File: config.mk
export PLATFORM = sky130hd
export DESIGN_NAME = xy_noc_switch
export DESIGN_NICKNAME = d
export VERILOG_FILES = /design/src/rtl/xy_noc_switch.sv
export SDC_FILE = /design/constraint.sdc
export NUM_CORES = 1
export LEC_CHECK = 0
export BUFFER_PORTS_ARGS = -buffer_cell sky130_fd_sc_hd__clkbuf_2
export CORE_AREA = 2 2 280 282
export CTS_CLUSTER_DIAMETER = 50
export DETAILED_ROUTE_END_ITERATION = 12
export DIE_AREA = 0 0 282 284
export GPL_TIMING_DRIVEN = 0
export PLACE_DENSITY_LB_ADDON = 0.05
export SYNTH_ARGS = -nofsm -noshare
export SYNTH_HDL_FRONTEND = slang
export SYNTH_SLANG_ARGS = --single-unit
File: constraint.sdc
create_clock -name clk_i -period 14.6 [get_ports clk_i]
set_clock_uncertainty 0.2 [all_clocks]
set_input_delay 1.46 -clock clk_i [delete_from_list [all_inputs] [get_ports clk_i]]
set_output_delay 1.46 -clock clk_i [all_outputs]
set_load 0.02 [all_outputs]
File: src/rtl/xy_noc_switch.sv
// Mesh NoC router node: per-input FIFOs, dimension-ordered XY routing and
// one registered packet slot per output, arbitrated round-robin or fixed priority.
module xy_noc_switch #(
  parameter int X_CORD          = 0,
  parameter int Y_CORD          = 0,
  parameter int PORT_N          = 5,
  parameter int IN_FIFO_DEPTH_W = 3,
  parameter int PCKT_XADDR_W    = 4,
  parameter int PCKT_YADDR_W    = 4,
  parameter int PCKT_DATA_W     = 8,
  parameter int PCKT_W          = PCKT_XADDR_W + PCKT_YADDR_W + PCKT_DATA_W,
  parameter int SW_CONFIG       = 0
) (
  input  logic                     clk_i,
  input  logic                     rst_ni,
  input  logic [PORT_N-1:0]        wr_en_sw_i,
  input  logic [PCKT_W*PORT_N-1:0] pckt_sw_i,
  output logic [PORT_N-1:0]        in_fifo_full_o,
  output logic [PORT_N-1:0]        in_fifo_overflow_o,
  input  logic [PORT_N-1:0]        nxt_fifo_full_i,
  input  logic [PORT_N-1:0]        nxt_fifo_overflow_i,
  output logic [PORT_N-1:0]        wr_en_sw_o,
  output logic [PCKT_W*PORT_N-1:0] pckt_sw_o
);

  localparam int LP_DEPTH = 1 << IN_FIFO_DEPTH_W;
  localparam int LP_IDX_W = (PORT_N > 1) ? $clog2(PORT_N) : 1;
  localparam logic [PCKT_XADDR_W-1:0] LP_X = PCKT_XADDR_W'(X_CORD);
  localparam logic [PCKT_YADDR_W-1:0] LP_Y = PCKT_YADDR_W'(Y_CORD);

  logic [PCKT_W-1:0]          r_mem  [PORT_N][LP_DEPTH];
  logic [IN_FIFO_DEPTH_W-1:0] r_wptr [PORT_N];
  logic [IN_FIFO_DEPTH_W-1:0] r_rptr [PORT_N];
  logic [IN_FIFO_DEPTH_W:0]   r_cnt  [PORT_N];
  logic [PORT_N-1:0]          r_hd_vld;
  logic [PORT_N-1:0]          r_ovf;
  logic [LP_IDX_W-1:0]        r_rr   [PORT_N];
  logic [PORT_N-1:0]          r_wr_o;
  logic [PCKT_W-1:0]          r_pk_o [PORT_N];

  logic [PCKT_W-1:0]          w_head     [PORT_N];
  logic [2:0]                 w_tgt      [PORT_N];
  logic [LP_IDX_W-1:0]        w_gnt_idx  [PORT_N];
  logic [IN_FIFO_DEPTH_W:0]   w_cnt_nxt  [PORT_N];
  logic [IN_FIFO_DEPTH_W-1:0] w_rptr_nxt [PORT_N];
  logic [PORT_N-1:0]          w_full;
  logic [PORT_N-1:0]          w_drop;
  logic [PORT_N-1:0]          w_gnt_vld;
  logic [PORT_N-1:0]          w_pop;
  logic [PORT_N-1:0]          w_push;
  logic [PORT_N-1:0]          w_hd_nxt;

  function automatic logic [2:0] f_route(input logic [PCKT_W-1:0] pk);
    logic [PCKT_XADDR_W-1:0] dx;
    logic [PCKT_YADDR_W-1:0] dy;
    dx = pk[PCKT_W-1 -: PCKT_XADDR_W];
    dy = pk[PCKT_W-1-PCKT_XADDR_W -: PCKT_YADDR_W];
    if (dx > LP_X)      f_route = 3'd2;
    else if (dx < LP_X) f_route = 3'd4;
    else if (dy > LP_Y) f_route = 3'd1;
    else if (dy < LP_Y) f_route = 3'd3;
    else                f_route = 3'd0;
  endfunction

  // Head packet, its route, and whether the route leaves the switch (discard).
  always_comb begin
    for (int p = 0; p < PORT_N; p++) begin
      w_head[p] = r_mem[p][r_rptr[p]];
      w_tgt[p]  = f_route(w_head[p]);
      w_full[p] = (r_cnt[p] == (IN_FIFO_DEPTH_W+1)'(LP_DEPTH));
      w_drop[p] = r_hd_vld[p] && (int'(w_tgt[p]) >= PORT_N);
    end
  end

  // Per-output arbitration, then pop/push and next-state FIFO bookkeeping.
  always_comb begin
    int                  pos;
    logic [LP_IDX_W-1:0] sel;
    logic                hit;
    pos       = 0;
    sel       = '0;
    hit       = 1'b0;
    w_gnt_vld = '0;
    w_pop     = '0;
    w_push    = '0;
    w_hd_nxt  = '0;
    for (int o = 0; o < PORT_N; o++) begin
      w_gnt_idx[o] = '0;
      for (int k = 0; k < PORT_N; k++) begin
        pos = (SW_CONFIG != 0) ? k : int'(r_rr[o]) + k + 1;
        pos = (pos >= PORT_N) ? pos - PORT_N : pos;
        sel = LP_IDX_W'(pos);
        hit = !w_gnt_vld[o] && !nxt_fifo_full_i[o] && !nxt_fifo_overflow_i[o] &&
              r_hd_vld[sel] && (w_tgt[sel] == 3'(o));
        w_gnt_vld[o] = w_gnt_vld[o] | hit;
        w_gnt_idx[o] = hit ? sel : w_gnt_idx[o];
        w_pop[sel]   = w_pop[sel] | hit;
      end
    end
    for (int p = 0; p < PORT_N; p++) begin
      w_pop[p]      = w_pop[p] | w_drop[p];
      w_push[p]     = wr_en_sw_i[p] && (!w_full[p] || w_pop[p]);
      w_cnt_nxt[p]  = r_cnt[p] + (IN_FIFO_DEPTH_W+1)'(w_push[p]) - (IN_FIFO_DEPTH_W+1)'(w_pop[p]);
      w_rptr_nxt[p] = r_rptr[p] + IN_FIFO_DEPTH_W'(w_pop[p]);
      // A packet that lands at the head on this edge becomes routable one cycle later.
      w_hd_nxt[p]   = (w_cnt_nxt[p] != '0) && !(w_push[p] && (r_wptr[p] == w_rptr_nxt[p]));
    end
  end

  // Input FIFO storage, pointers, occupancy and overflow pulse.
  always_ff @(posedge clk_i) begin
    if (rst_ni) begin
      for (int p = 0; p < PORT_N; p++) begin
        r_wptr[p] <= '0;
        r_rptr[p] <= '0;
        r_cnt[p]  <= '0;
      end
      r_hd_vld <= '0;
      r_ovf    <= '0;
    end else begin
      for (int p = 0; p < PORT_N; p++) begin
        if (w_push[p]) begin
          r_mem[p][r_wptr[p]] <= pckt_sw_i[p*PCKT_W +: PCKT_W];
          r_wptr[p]           <= r_wptr[p] + 1'b1;
        end
        r_rptr[p] <= w_rptr_nxt[p];
        r_cnt[p]  <= w_cnt_nxt[p];
      end
      r_hd_vld <= w_hd_nxt;
      r_ovf    <= wr_en_sw_i & w_full & ~w_pop;
    end
  end

  // Output registers and round-robin pointers (pointer = last winner).
  always_ff @(posedge clk_i) begin
    if (rst_ni) begin
      r_wr_o <= '0;
      for (int o = 0; o < PORT_N; o++) begin
        r_pk_o[o] <= '0;
        r_rr[o]   <= '0;
      end
    end else begin
      r_wr_o <= w_gnt_vld;
      for (int o = 0; o < PORT_N; o++) begin
        if (w_gnt_vld[o]) begin
          r_pk_o[o] <= w_head[w_gnt_idx[o]];
          r_rr[o]   <= w_gnt_idx[o];
        end
      end
    end
  end

  // Pack output lanes.
  always_comb begin
    pckt_sw_o = '0;
    for (int o = 0; o < PORT_N; o++) begin
      pckt_sw_o[o*PCKT_W +: PCKT_W] = r_pk_o[o];
    end
  end

  assign in_fifo_full_o     = w_full;
  assign in_fifo_overflow_o = r_ovf;
  assign wr_en_sw_o         = r_wr_o;

endmodule

* Word-level counts from Yosys, hierarchy flattened
Memory sizes are Yosys's and may differ from the RTL's.
Index checks and enable logic that the tools add are counted.
** Word-level totals
- Memory bits (writable) :: 785
- Word-level logic and storage cells :: 1010
- Memories kept :: 7
- Output and inout bits :: 95
- Input bits :: 97
- Flip-flop bits (word level) :: 15
- Memory bits (read-only) :: 8
** Operators by class
- Reduce and logical (&&, ||, !) cells :: 200
- $add $sub $neg :: 85
- Eq/ne operators :: 30
- Bitwise gates (word level) :: 119
- $lt $le $gt $ge :: 145
- Multiplexer cells :: 421
** Memories
- r_mem :: depth 5, width 128, rd ports 5, clocked after Yosys merged registers in 0, wr ports 5, line 31 : logic [PCKT_W-1:0] r_mem [PORT_N][LP_DEPTH];
- r_pk_o :: depth 5, width 16, rd ports 5, clocked after Yosys merged registers in 0, wr ports 5, line 39 : logic [PCKT_W-1:0] r_pk_o [PORT_N];
- r_cnt :: depth 5, width 4, rd ports 5, clocked after Yosys merged registers in 0, wr ports 5, line 34 : logic [IN_FIFO_DEPTH_W:0] r_cnt [PORT_N];
- r_rptr :: depth 5, width 3, rd ports 5, clocked after Yosys merged registers in 0, wr ports 5, line 33 : logic [IN_FIFO_DEPTH_W-1:0] r_rptr [PORT_N];
- r_rr :: depth 5, width 3, rd ports 5, clocked after Yosys merged registers in 0, wr ports 5, line 37 : logic [LP_IDX_W-1:0] r_rr [PORT_N];
- r_wptr :: depth 5, width 3, rd ports 5, clocked after Yosys merged registers in 0, wr ports 5, line 32 : logic [IN_FIFO_DEPTH_W-1:0] r_wptr [PORT_N];
- 1 more memories
** Operator list (count)
- $mux 128 :: 5
- $bmux 16 s3 :: 10
- $mux 16 :: 30
- $mux 3 :: 126
- $demux 16 s3 :: 5
- $bmux 3 s3 :: 25
- $ge 4x4->1 const B :: 40
- $not 3->4 :: 40
- $bmux 1 s3 :: 49
- $logic_and 1x1->1 :: 145
- $bwmux 5 :: 24
- $mux 1 :: 108
- $add 4x1->5 const B :: 20
- $ge 5x3->1 const B :: 20
- $lt 3x4->1 const B :: 25
- $demux 1 s3 :: 25
- $ge 3x1->1 const B :: 25
- $or 1x1->1 :: 75
- $sub 3x3->3 const B :: 25
- $lt 4x1->1 const B :: 15
- $add 3x2->4 const B :: 10
- $gt 4x1->1 const B :: 10
- $logic_not 1->1 :: 40
- $eq 3x2->1 const B :: 10
- 19 further kinds :: 93

* Longest topological paths before layout
An unclocked memory read counts as a cell.
- Word-level depth :: 127
- Mapped depth :: 44
- Depth with buffers taken out :: 39

* Worst setup path before layout
OpenSTA, ideal clock, no wires.
- Path type :: reg2reg
- Start :: memory r_rr[0][0] (netlist name)
- End :: memory r_mem[0][464] (netlist name), enable pin
- Data arrival time :: 9786 ps
- Data required time :: 13964 ps
- Slack :: 4178 ps
- Stages on the path, launching flop included :: 35
- Setup time :: 436 ps
- Period minus slack after synthesis :: 10422 ps
- Path buffers :: 5
- Path through :: edfxtp_1 > clkbuf_1 > inv_1 > clkbuf_1 > ha_1 > clkbuf_1 > clkbuf_1 > o21ai_0 > nor4b_1 > a211oi_1 > a211oi_2 > a31oi_1 > nand2_1 > nor4_2 > nor3_1 > o21ai_0 > a21oi_1 > a31oi_2 > a31oi_1 > o41ai_4 > o21ai_2 > a21oi_1 > nor2_1 > o31ai_1 > a211oi_1 > a2111o_1 > and2_4 > o221a_4 > o31ai_2 > nand2_2 > o31ai_2 > a2111oi_1 > a211o_1 > buf_2 > nor4b_1
** RTL lines (line)
- from (decl) :: 37
- to (decl) :: 31

==> results.md <==
* Total grt overflow at 0
* Ys flop type: edfxtp_1
* CP Data Required Time at 14.85 ns
* Worst-Skew Late Latency at 0.66 ns
* Most common cell in the netlist: edfxtp_1
* Hold Path Stages at 3
* Die area at 80,100 um2
* # Post-CTS Setup Buffers at 0
* Share of layout cells above drive strength 1 at 24.0%
* #FFs+latches synth at 796
* Slew margin rel. at 9.88%
* Largest net degree at the start of global routing at 20
* Outcome: finished, final reports clean
* H-Tree Depth at 3
* Most Frequent Cell on Critical Path: clkbuf_1
* Warnings from Yosys at 0
* Final slew viol count at 0
* RSZ-0062 raised after global routing: false
* CTS sink count at 796
* Post-synthesis async set-or-reset flop share at 0%
* Post-synth cell types at 114
* CTS clk-pin slew, worst paths at 0.06 ns
* Critical Path End Type: flip-flop
* # setup viols final at 0
* Core Footprint at 77,000 um2
* Final Cycle Share at 94.0%
* Fin. Hold Viols at 0
* PortBufs at 185
* Initial core utilization at 50.7%
* I/O Pins at 192
* Final min period at 13.73 ns
* # hold bufs at CTS at 0
* Multi-input gate area in the final layout at 14,800 um2
* Worst Hold Class: reg -> reg
* Initial antenna violation count at 5
* Dpl hpwl at 86,200 um
* Gate Count Post-Synth at 2,763
* First-pass GRT wire length at 168,000 um
* Nets@finish at 3,281
* Crit path DAT at 13.98 ns
* Final ANT Viol Nets at 0
* Die H at 284 um
* Fmax at 72.8 MHz
* Vias at 25.9k
* Syn Area/Cell at 14.1 um2
* Drt total wl at 115,000 um
* Synth top area cells: edfxtp_1, mux4_2, dfxtp_1
* Die width at 282 um
* Cell Area, Synth at 39,000 um2
* Layout area overhead at 15.2%
* Slowest cell on crit path: clkbuf_1
* Reg2Reg Depth at 41
* Most instantiated cells after synthesis: edfxtp_1, nor2_1, mux4_2, nand2_1, a21oi_1
* CP max FO at 13
* TNS Setup at 0 ns
* Synth top area share at 57.5%
* Clock Tree Buf Depth at 3
* CP Class: reg -> reg
* Sequential fraction of the synthesis area at 60.0%
* Remaining design rule violation count at 0
* Crit start category: flip-flop
* Vias in the first global route at 25.5k
* Max incr delay on CP at 0.79 ns
* # fillers at 6,092
* Row count at 102
* FF/Latch Area at 23,400 um2
* Post-synth EDFFs at 747
* Clock Tree Root: clkbuf_16
* Final GP Congestion at 0.944
* Dominant cell type by area after synthesis: edfxtp_1
* Initial DRC count at 2,278
* Vias/cell at 6.13
* PostCTS Resize Cnt at 0
* Wire per inst at 27.3 um
* Total CTS buffers at 90
* Worst slew pin tran at 1.35 ns
* MaxCap Viol Count at 0
* CTS tree: built
* Total GRT Usage at 28.7%
* Detailed Routing Iterations Pass 1 at 8
[worst max-delay path: cells and delay by family (launching register included)]
kind | cells | cell delay, ns
AO/OA/AOI/OAI | 19 | 6.86
buffers and inverters | 7 | 2.56
AND/OR/NAND/NOR | 10 | 2.13
adder cells (fa/ha/maj) | 3 | 0.96
flip-flops | 1 | 0.49
XOR/XNOR | 2 | 0.33
[final timing paths]
| check | to | slack [ns] | startpoint |
|---|---|---|---|
| worst max register to register | r_hd_vld[3]$_SDFF_PP0_ | 0.87 | r_rr[0][0]$_SDFFCE_PP0P_ |
| worst max-delay path | r_hd_vld[3]$_SDFF_PP0_ | 0.87 | r_rr[0][0]$_SDFFCE_PP0P_ |
| worst min-delay path | in_fifo_overflow_o[0]$_SDFF_PP0_ | 0.39 | r_cnt[0][0]$_SDFF_PP0_ |
| worst min register to register | in_fifo_overflow_o[0]$_SDFF_PP0_ | 0.39 | r_cnt[0][0]$_SDFF_PP0_ |
[cells in the final DEF, fill, tap and decap left out, types with 18 or more instances in the layout]
master / n
a21o_1: 26
clkbuf_2: 185
nand3_1: 48
nor3_2: 25
nor4_1: 20
buf_6: 25
ha_1: 77
xnor2_1: 41
nor2b_1: 59
inv_1: 90
a21oi_1: 116
nand2b_1: 26
nor4_2: 18
o21ai_0: 81
mux2i_1: 52
mux2_2: 86
and3_1: 26
nor2_1: 223
a31oi_1: 25
buf_4: 30
clkbuf_16: 91
nor3_1: 49
a211oi_1: 28
dfxtp_1: 49
edfxtp_1: 747
nand2_1: 156
clkbuf_1: 124
mux4_2: 181
buf_1: 27
xor2_1: 23
[routing by layer]
metal  track usage, %  vias to the layer above  wire length [um]
met1             39.5                    13143             48200
met3             4.90                      201              7620
li1                 -                    11540                 -
met4             9.47                        4              3800
met5                0                        -                27
met2             46.6                      989             55400
[cell families (layout without fill, tap and decap cells)]
kind of cell               count (synthesis)  in the layout  share of synthesized area, %
DFF                                      796            796                          60.0
and+or+nand+nor                          751            751                          9.82
AOI/OAI and AO/OA                        502            502                          9.15
muxes                                    319            319                          14.3
buffers and inverters                    247            652                          2.59
adders and majority gates                 82             82                          2.73
xor gates and xnor gates                  64             64                          1.44
other                                      2             12                        0.0192
[sequential cells by signal, summed over array words and instances (netlist names), 5 cells and up]
register            flops
r_cnt                  20
r_mem                 640
r_hd_vld                5
r_rr                   12
r_pk_o                 80
in_fifo_overflow_o      5
r_wptr                 15
r_rptr                 15
[stage by stage]
step / util (%) / area, um2 / hold WS (ns) / setup WS [ns] / cells
after floorplan: - / 39100 / 0.327 / 4.18 / 2770
after global placement: 53.6 / 41300 / 0.371 / -0.870 / 3995
after detailed placement: 54.6 / 42000 / 0.376 / 1.39 / 4050
after CTS: 58.4 / 45000 / 0.390 / 1.30 / 4215
after global routing: 58.4 / 45000 / 0.434 / 0.351 / 4216
final: 58.4 / 45000 / 0.388 / 0.871 / 4218
[area by class of cell]
cell class / count / area share [%]
diodes: 3 / 0.0167
plain buffers: 154 / 1.47
flip-flops and latches: 796 / 52.1
well taps: 1040 / 2.89
inverters: 93 / 0.776
repair buffers: 240 / 3.28
clock buffers: 115 / 5.40
clock inverters: 50 / 1.19
multi-input cells: 1727 / 32.9
Power is left out: the tool's default activity adds up to more than one toggle a clock period on the data nets, which glitch-free logic cannot reach.
